<file path="src/rtl/seven_seg_pkg.sv">
// Shared seven-segment definitions: bit order, hex glyph patterns and the blank pattern.
package seven_seg_pkg;

    localparam int unsigned SEG_W = 7;

    // Segment bit positions within a 7-bit pattern
    localparam int unsigned SEG_A = 6;
    localparam int unsigned SEG_B = 5;
    localparam int unsigned SEG_C = 4;
    localparam int unsigned SEG_D = 3;
    localparam int unsigned SEG_E = 2;
    localparam int unsigned SEG_F = 1;
    localparam int unsigned SEG_G = 0;

    localparam logic [SEG_W-1:0] SEG_BLANK = 7'b0000000;

    localparam logic [SEG_W-1:0] SEG_HEX_0 = 7'b1111110;
    localparam logic [SEG_W-1:0] SEG_HEX_1 = 7'b0110000;
    localparam logic [SEG_W-1:0] SEG_HEX_2 = 7'b1101101;
    localparam logic [SEG_W-1:0] SEG_HEX_3 = 7'b1111001;
    localparam logic [SEG_W-1:0] SEG_HEX_4 = 7'b0110011;
    localparam logic [SEG_W-1:0] SEG_HEX_5 = 7'b1011011;
    localparam logic [SEG_W-1:0] SEG_HEX_6 = 7'b1011111;
    localparam logic [SEG_W-1:0] SEG_HEX_7 = 7'b1110000;
    localparam logic [SEG_W-1:0] SEG_HEX_8 = 7'b1111111;
    localparam logic [SEG_W-1:0] SEG_HEX_9 = 7'b1111011;
    localparam logic [SEG_W-1:0] SEG_HEX_A = 7'b1110111;
    localparam logic [SEG_W-1:0] SEG_HEX_B = 7'b0011111;
    localparam logic [SEG_W-1:0] SEG_HEX_C = 7'b1001110;
    localparam logic [SEG_W-1:0] SEG_HEX_D = 7'b0111101;
    localparam logic [SEG_W-1:0] SEG_HEX_E = 7'b1001111;
    localparam logic [SEG_W-1:0] SEG_HEX_F = 7'b1000111;

endpackage

</file>
<file path="src/rtl/seven_segment_decoder.sv">
// Combinational hex nibble to active-high seven-segment pattern.
module seven_segment_decoder
    import seven_seg_pkg::*;
(
    input  logic [3:0]       nibble,
    output logic [SEG_W-1:0] seg_c
);

    always_comb begin
        seg_c = SEG_BLANK;
        case (nibble)
            4'h0: seg_c = SEG_HEX_0;
            4'h1: seg_c = SEG_HEX_1;
            4'h2: seg_c = SEG_HEX_2;
            4'h3: seg_c = SEG_HEX_3;
            4'h4: seg_c = SEG_HEX_4;
            4'h5: seg_c = SEG_HEX_5;
            4'h6: seg_c = SEG_HEX_6;
            4'h7: seg_c = SEG_HEX_7;
            4'h8: seg_c = SEG_HEX_8;
            4'h9: seg_c = SEG_HEX_9;
            4'hA: seg_c = SEG_HEX_A;
            4'hB: seg_c = SEG_HEX_B;
            4'hC: seg_c = SEG_HEX_C;
            4'hD: seg_c = SEG_HEX_D;
            4'hE: seg_c = SEG_HEX_E;
            4'hF: seg_c = SEG_HEX_F;
            default: seg_c = SEG_BLANK;
        endcase
    end

endmodule

</file>
<file path="src/rtl/seven_segment_mux.sv">
// N-digit time-multiplexed seven-segment driver with blink, decimal point,
// leading-zero blanking and configurable pin polarity.
module seven_segment_mux
    import seven_seg_pkg::*;
#(
    parameter int unsigned NUM_DIGITS     = 4,
    parameter int unsigned REFRESH_DIV    = 50000,
    parameter int unsigned BLINK_W        = 24,
    parameter int unsigned SEG_ACTIVE_LOW = 0,
    parameter int unsigned AN_ACTIVE_LOW  = 0
) (
    input  logic                    clk,
    input  logic                    rst,
    input  logic                    load,
    input  logic [4*NUM_DIGITS-1:0] bin_in,
    input  logic [NUM_DIGITS-1:0]   dp_en,
    input  logic [NUM_DIGITS-1:0]   blink_mask,
    input  logic [BLINK_W-1:0]      blink_rate,
    input  logic                    blank_lz,
    output logic [SEG_W-1:0]        seg,
    output logic                    dp,
    output logic [NUM_DIGITS-1:0]   an
);

    localparam int unsigned IDX_W = (NUM_DIGITS > 1) ? $clog2(NUM_DIGITS) : 1;
    localparam int unsigned REF_W = (REFRESH_DIV > 1) ? $clog2(REFRESH_DIV) : 1;

    localparam logic [SEG_W-1:0]      SEG_INV = (SEG_ACTIVE_LOW != 0) ? '1 : '0;
    localparam logic                  DP_INV  = (SEG_ACTIVE_LOW != 0);
    localparam logic [NUM_DIGITS-1:0] AN_INV  = (AN_ACTIVE_LOW != 0) ? '1 : '0;

    logic [NUM_DIGITS-1:0][3:0] sh_bin;
    logic [NUM_DIGITS-1:0]      sh_dp;
    logic [NUM_DIGITS-1:0]      sh_blink;

    logic [REF_W-1:0]   ref_cnt;
    logic [IDX_W-1:0]   idx;
    logic [BLINK_W-1:0] blk_cnt;
    logic               phase;

    logic [3:0]            nib_c;
    logic [SEG_W-1:0]      dec_seg_c;
    logic [NUM_DIGITS-1:0] lz_c;
    logic                  lz_run_c;
    logic                  blink_off_c;
    logic                  lz_off_c;
    logic [SEG_W-1:0]      seg_nxt_c;
    logic                  dp_nxt_c;
    logic [NUM_DIGITS-1:0] an_nxt_c;

    // Shadow registers: the display only ever reads these
    always_ff @(posedge clk or negedge rst) begin
        if (!rst) begin
            sh_bin   <= '0;
            sh_dp    <= '0;
            sh_blink <= '0;
        end else if (load) begin
            sh_bin   <= bin_in;
            sh_dp    <= dp_en;
            sh_blink <= blink_mask;
        end
    end

    // Dwell counter and digit index; idx never leaves 0..NUM_DIGITS-1
    always_ff @(posedge clk or negedge rst) begin
        if (!rst) begin
            ref_cnt <= '0;
            idx     <= '0;
        end else if (ref_cnt == REF_W'(REFRESH_DIV - 1)) begin
            ref_cnt <= '0;
            idx     <= (idx == IDX_W'(NUM_DIGITS - 1)) ? '0 : idx + IDX_W'(1);
        end else begin
            ref_cnt <= ref_cnt + REF_W'(1);
        end
    end

    // Blink half-period counter; >= compare handles blink_rate shrinking mid-count
    always_ff @(posedge clk or negedge rst) begin
        if (!rst) begin
            blk_cnt <= '0;
            phase   <= 1'b1;
        end else if (blink_rate == '0) begin
            blk_cnt <= '0;
            phase   <= 1'b1;
        end else if (blk_cnt >= blink_rate - BLINK_W'(1)) begin
            blk_cnt <= '0;
            phase   <= ~phase;
        end else begin
            blk_cnt <= blk_cnt + BLINK_W'(1);
        end
    end

    // lz_c[i]: digit i and every higher digit hold zero
    always_comb begin
        lz_run_c = 1'b1;
        lz_c     = '0;
        for (int i = NUM_DIGITS - 1; i >= 0; i--) begin
            lz_run_c = lz_run_c & (sh_bin[i] == 4'h0);
            lz_c[i]  = lz_run_c;
        end
    end

    assign nib_c = sh_bin[idx];

    seven_segment_decoder u_decoder (
        .nibble (nib_c),
        .seg_c  (dec_seg_c)
    );

    always_comb begin
        blink_off_c = sh_blink[idx] & ~phase;
        lz_off_c    = blank_lz & (idx != '0) & lz_c[idx];
        seg_nxt_c   = dec_seg_c;
        dp_nxt_c    = sh_dp[idx];
        an_nxt_c    = NUM_DIGITS'(1) << idx;
        if (blink_off_c) begin
            seg_nxt_c = SEG_BLANK;
            dp_nxt_c  = 1'b0;
        end else if (lz_off_c) begin
            seg_nxt_c = SEG_BLANK;
        end
    end

    // Output register; polarity applied after blanking
    always_ff @(posedge clk or negedge rst) begin
        if (!rst) begin
            seg <= SEG_INV;
            dp  <= DP_INV;
            an  <= AN_INV;
        end else begin
            seg <= seg_nxt_c ^ SEG_INV;
            dp  <= dp_nxt_c ^ DP_INV;
            an  <= an_nxt_c ^ AN_INV;
        end
    end

endmodule

</file>
<file path="config.mk">
export PLATFORM = sky130hd
export DESIGN_NAME = seven_segment_mux
export DESIGN_NICKNAME = d
export VERILOG_FILES = /design/src/rtl/seven_seg_pkg.sv /design/src/rtl/seven_segment_decoder.sv /design/src/rtl/seven_segment_mux.sv
export SDC_FILE = /design/constraint.sdc
export NUM_CORES = 1
export LEC_CHECK = 0
export BUFFER_PORTS_ARGS = -buffer_cell sky130_fd_sc_hd__buf_2
export CORE_UTILIZATION = 52
export DETAILED_ROUTE_END_ITERATION = 16
export GPL_ROUTABILITY_DRIVEN = 1
export PLACE_DENSITY = 0.73
export SLEW_MARGIN = 20
export SYNTH_ARGS = -nofsm -noshare
export SYNTH_HDL_FRONTEND = slang
export SYNTH_SLANG_ARGS = --single-unit
</file>
<file path="constraint.sdc">
create_clock -name clk -period 3 [get_ports clk]
set_clock_uncertainty 0.1 [all_clocks]
set_input_delay 0.75 -clock clk [delete_from_list [all_inputs] [get_ports clk]]
set_output_delay 0.75 -clock clk [all_outputs]
set_load 0.005 [all_outputs]
</file>
==> impl_metrics.toml <==
[yosys]
synth_mux_area_frac = 0.0941
ys_seq_elements = 79
synth_compound_gate_area_share = 0.0427
syn_area_sq_um = 4630
synth_xor_area_frac = 0.110
syn_avg_cell_area_sq_um = 10.5
synth_edf_count = 0
yosys_warnings = 0
syn_nets = 528
synth-seq-area-share = 0.427
yosys.area_share.simple = 0.202
synthTopCellsByArea = "dfrtp_1 42%, ha_1 10%, xnor2_1 7.2%"
synth.distinct_cells = 44
synth_top_family_by_area = "simple AND/OR/NAND/NOR gates"
ys.flop_type = "dfrtp_1"
synth_fa_ha_area_frac = 0.100
syn_inst = 439
async_flop_share = 1.00
yosysTopAreaCell = "dfrtp_1"
synth.top_cell.area_share = 0.422

[critical_path]
crit_arrival_ps = 3540
r2r_cells = 9
cp_max_fo = 14
crit_family = "simple AND/OR/NAND/NOR gates"
cp-end-kind = "flop"
reg2reg_from = "blk_cnt[2]"
cp.required_ps = 3170
path_class = "primary input to flop"
cp_cell_sequence = "buf_6 > or4_4 > nor3_4 > buf_4 > nand4_1 > nor2_1 > xnor2_1 > ha_1 > nand4_1 > nor3_2 > a221oi_2 > nand3_2 > buf_12 > buf_4 > nor3_2"
critPathLaunchType = "primary input"
cpMaxStageDelayCell = "or4_4"
cp_slowest_stage_delay_ps = 540
reg2reg_slack_ps = 640
rr_endpoint = "blk_cnt[7]"
worst-path-buf-inv = 4

[status]
outcome = "finished with violations"
violations = "negative setup slack"

[timing]
relSlewSlack = 0.370
tightest_slew_ps = 945
fmax_mhz = 297
rsz0062_at_grt = "yes"
fin_crit_sh = 1.12
min_period_ps = 3370
hold_slack_ps = 364
hold_viol_final = 0
setup_viol = 25
finalWorstSetupSlack_ps = -369
slew_violations = 0

[routing]
drc = 0
dr.pass1.iters = 4
vias = 3604
routedWlPerCell_um = 14.9
drtIter0Drc = 137
avgViaCountPerCell = 5.45
ant_nets = 0
wl_um = 9830

[final_layout]
nets = 638
fin_util = 0.670
area_growth_pct = 25.6
nFillCells = 688
multiInputGateArea_sq_um = 2690
antennaDiodeCount = 0
final_cell_mix = "78 x dfrtp_1, 60 x buf_2, 44 x buf_4"
seqCellArea_sq_um = 1980
drive_gt1_frac = 0.351
mostFrequentLayoutCell = "dfrtp_1"

[clock_network]
holdBufCountCts = 0
clock_path_buffers = 2
numCtsBuffers = 9
clk_latency_ps = 350
htree_levels = 3
cts-root-buf = "clkbuf_8"
cts_tree = "done"
cts.sinks = 79
clk_pin_slew_ps = 80

[power_and_ir_drop]
ir_worst_vdd_uv = 462
p_leak_nw = 2.59
p_per_area_nw_per_um2 = 517

[global_route]
grt_max_degree = 80
antenna_found_initial = 0
grt_pass1_wl_um = 16200
grt.total_usage = 0.229
overflow = 0
grt_pass1_vias = 3590

[flow_run]
maxCapViolCount = 0

[floorplanning]
io_pins = 64
die_h_um = 96.4
die_x_um = 96.4
core-area_sq_um = 8680
start_util = 0.533
rows = 34
dieArea_sq_um = 9280

[worst_hold_path]
hp-start = "ref_cnt[0]"
whs_path_depth = 1
hp-class = "flop to flop"
hold_path_end = "ref_cnt[0]"

[placement]
gp_congestion = 0.829
port_buffers = 63
hpwl_um = 7100
## logic make-up (layout without fill, tap and decap cells)
logic type | after synthesis | count (layout)
buffers and inverters | 24 | 138
multiplexers | 33 | 33
AND/OR/NAND/NOR | 176 | 176
XOR/XNOR | 58 | 58
adder cells (fa/ha/maj) | 37 | 37
flip-flops | 79 | 79
AO/OA/AOI/OAI | 32 | 32
## registers in the layout, summed over array words and instances, names as in the netlist
name / count
phase: 1
dp: 1
sh_blink: 4
blk_cnt: 24
idx: 2
seg: 7
an: 4
sh_dp: 4
sh_bin: 16
ref_cnt: 16
## per-stage QoR
| stage | cell area, sq um | total power [mW] | cells | setup slack (ps) | setup TNS, ps |
|---|---|---|---|---|---|
| 3_5_place_dp | 5460 | 2.07 | 639 | -824 | -18410 |
| 3_3_place_gp | 5460 | 2.02 | 639 | -677 | -15970 |
| 6_report | 5810 | 3.01 | 661 | -369 | -6880 |
| 2_1_floorplan | 4760 | 1.80 | 439 | -473 | -10160 |
| 4_1_cts | 5740 | 3.00 | 655 | -361 | -6750 |
| 5_1_grt | 5810 | 3.17 | 661 | -557 | -11820 |
## report_power, final
| part | switching (mW) | internal (mW) | total (mW) |
|---|---|---|---|
| combinational | 0.343 | 0.386 | 0.728 |
| sequential | 0.142 | 1.21 | 1.36 |
| clock | 0.377 | 0.546 | 0.922 |
## cell type report
| type | count | area share |
|---|---|---|
| multi-input combinational | 336 | 0.463 |
| sequential | 79 | 0.340 |
| timing repair buffer | 110 | 0.125 |
| tap | 108 | 0.0232 |
| clock buffer | 9 | 0.0213 |
| clock inverter | 6 | 0.0189 |
| inverter | 13 | 0.00839 |
## per-layer routing
layer | vias up | share of wire | track usage | routed length [um]
met4 | 0 | 0.025 | 0.103 | 242
met1 | 1707 | 0.45 | 0.293 | 4420
met2 | 103 | 0.48 | 0.379 | 4690
met3 | 20 | 0.049 | 0.0395 | 480
met5 | - | 0 | 0 | 0
li1 | 1774 | - | - | -
## how the worst max path moves through the flow
stage                        startpoint         end  slack (ps)  cells past startpoint
after floorplan           blink_rate[6]  blk_cnt[1]        -470                     12
final                     blink_rate[6]  blk_cnt[7]        -370                     15
after global placement    blink_rate[6]       phase        -680                     13
after CTS                 blink_rate[6]       phase        -360                     13
after detailed placement  blink_rate[6]       phase        -820                     13
after global routing      blink_rate[6]  blk_cnt[6]        -560                     15
## synth_stat cells, types with 3 or more instances
| library cell | count |
|---|---|
| a21oi_1 | 11 |
| a221oi_1 | 4 |
| a31oi_1 | 3 |
| and3_1 | 8 |
| buf_2 | 4 |
| clkbuf_1 | 5 |
| dfrtp_1 | 78 |
| ha_1 | 37 |
| inv_1 | 13 |
| mux2_2 | 24 |
| mux2i_1 | 3 |
| mux4_2 | 6 |
| nand2_1 | 24 |
| nand3_1 | 24 |
| nand4_1 | 11 |
| nor2_1 | 42 |
| nor2b_1 | 5 |
| nor3_1 | 33 |
| nor4_1 | 7 |
| o21ai_0 | 7 |
| or3_1 | 3 |
| xnor2_1 | 38 |
| xor2_1 | 20 |
## timing repair
item / 4_1_cts / 5_1_grt
gates cloned: 0 / 0
resized for setup: 6 / 3
endpoints found under the setup margin: 25 / 25
pin swaps: 3 / 3
buffers inserted: 1 / 6
Power figures use the tool's default switching activity.
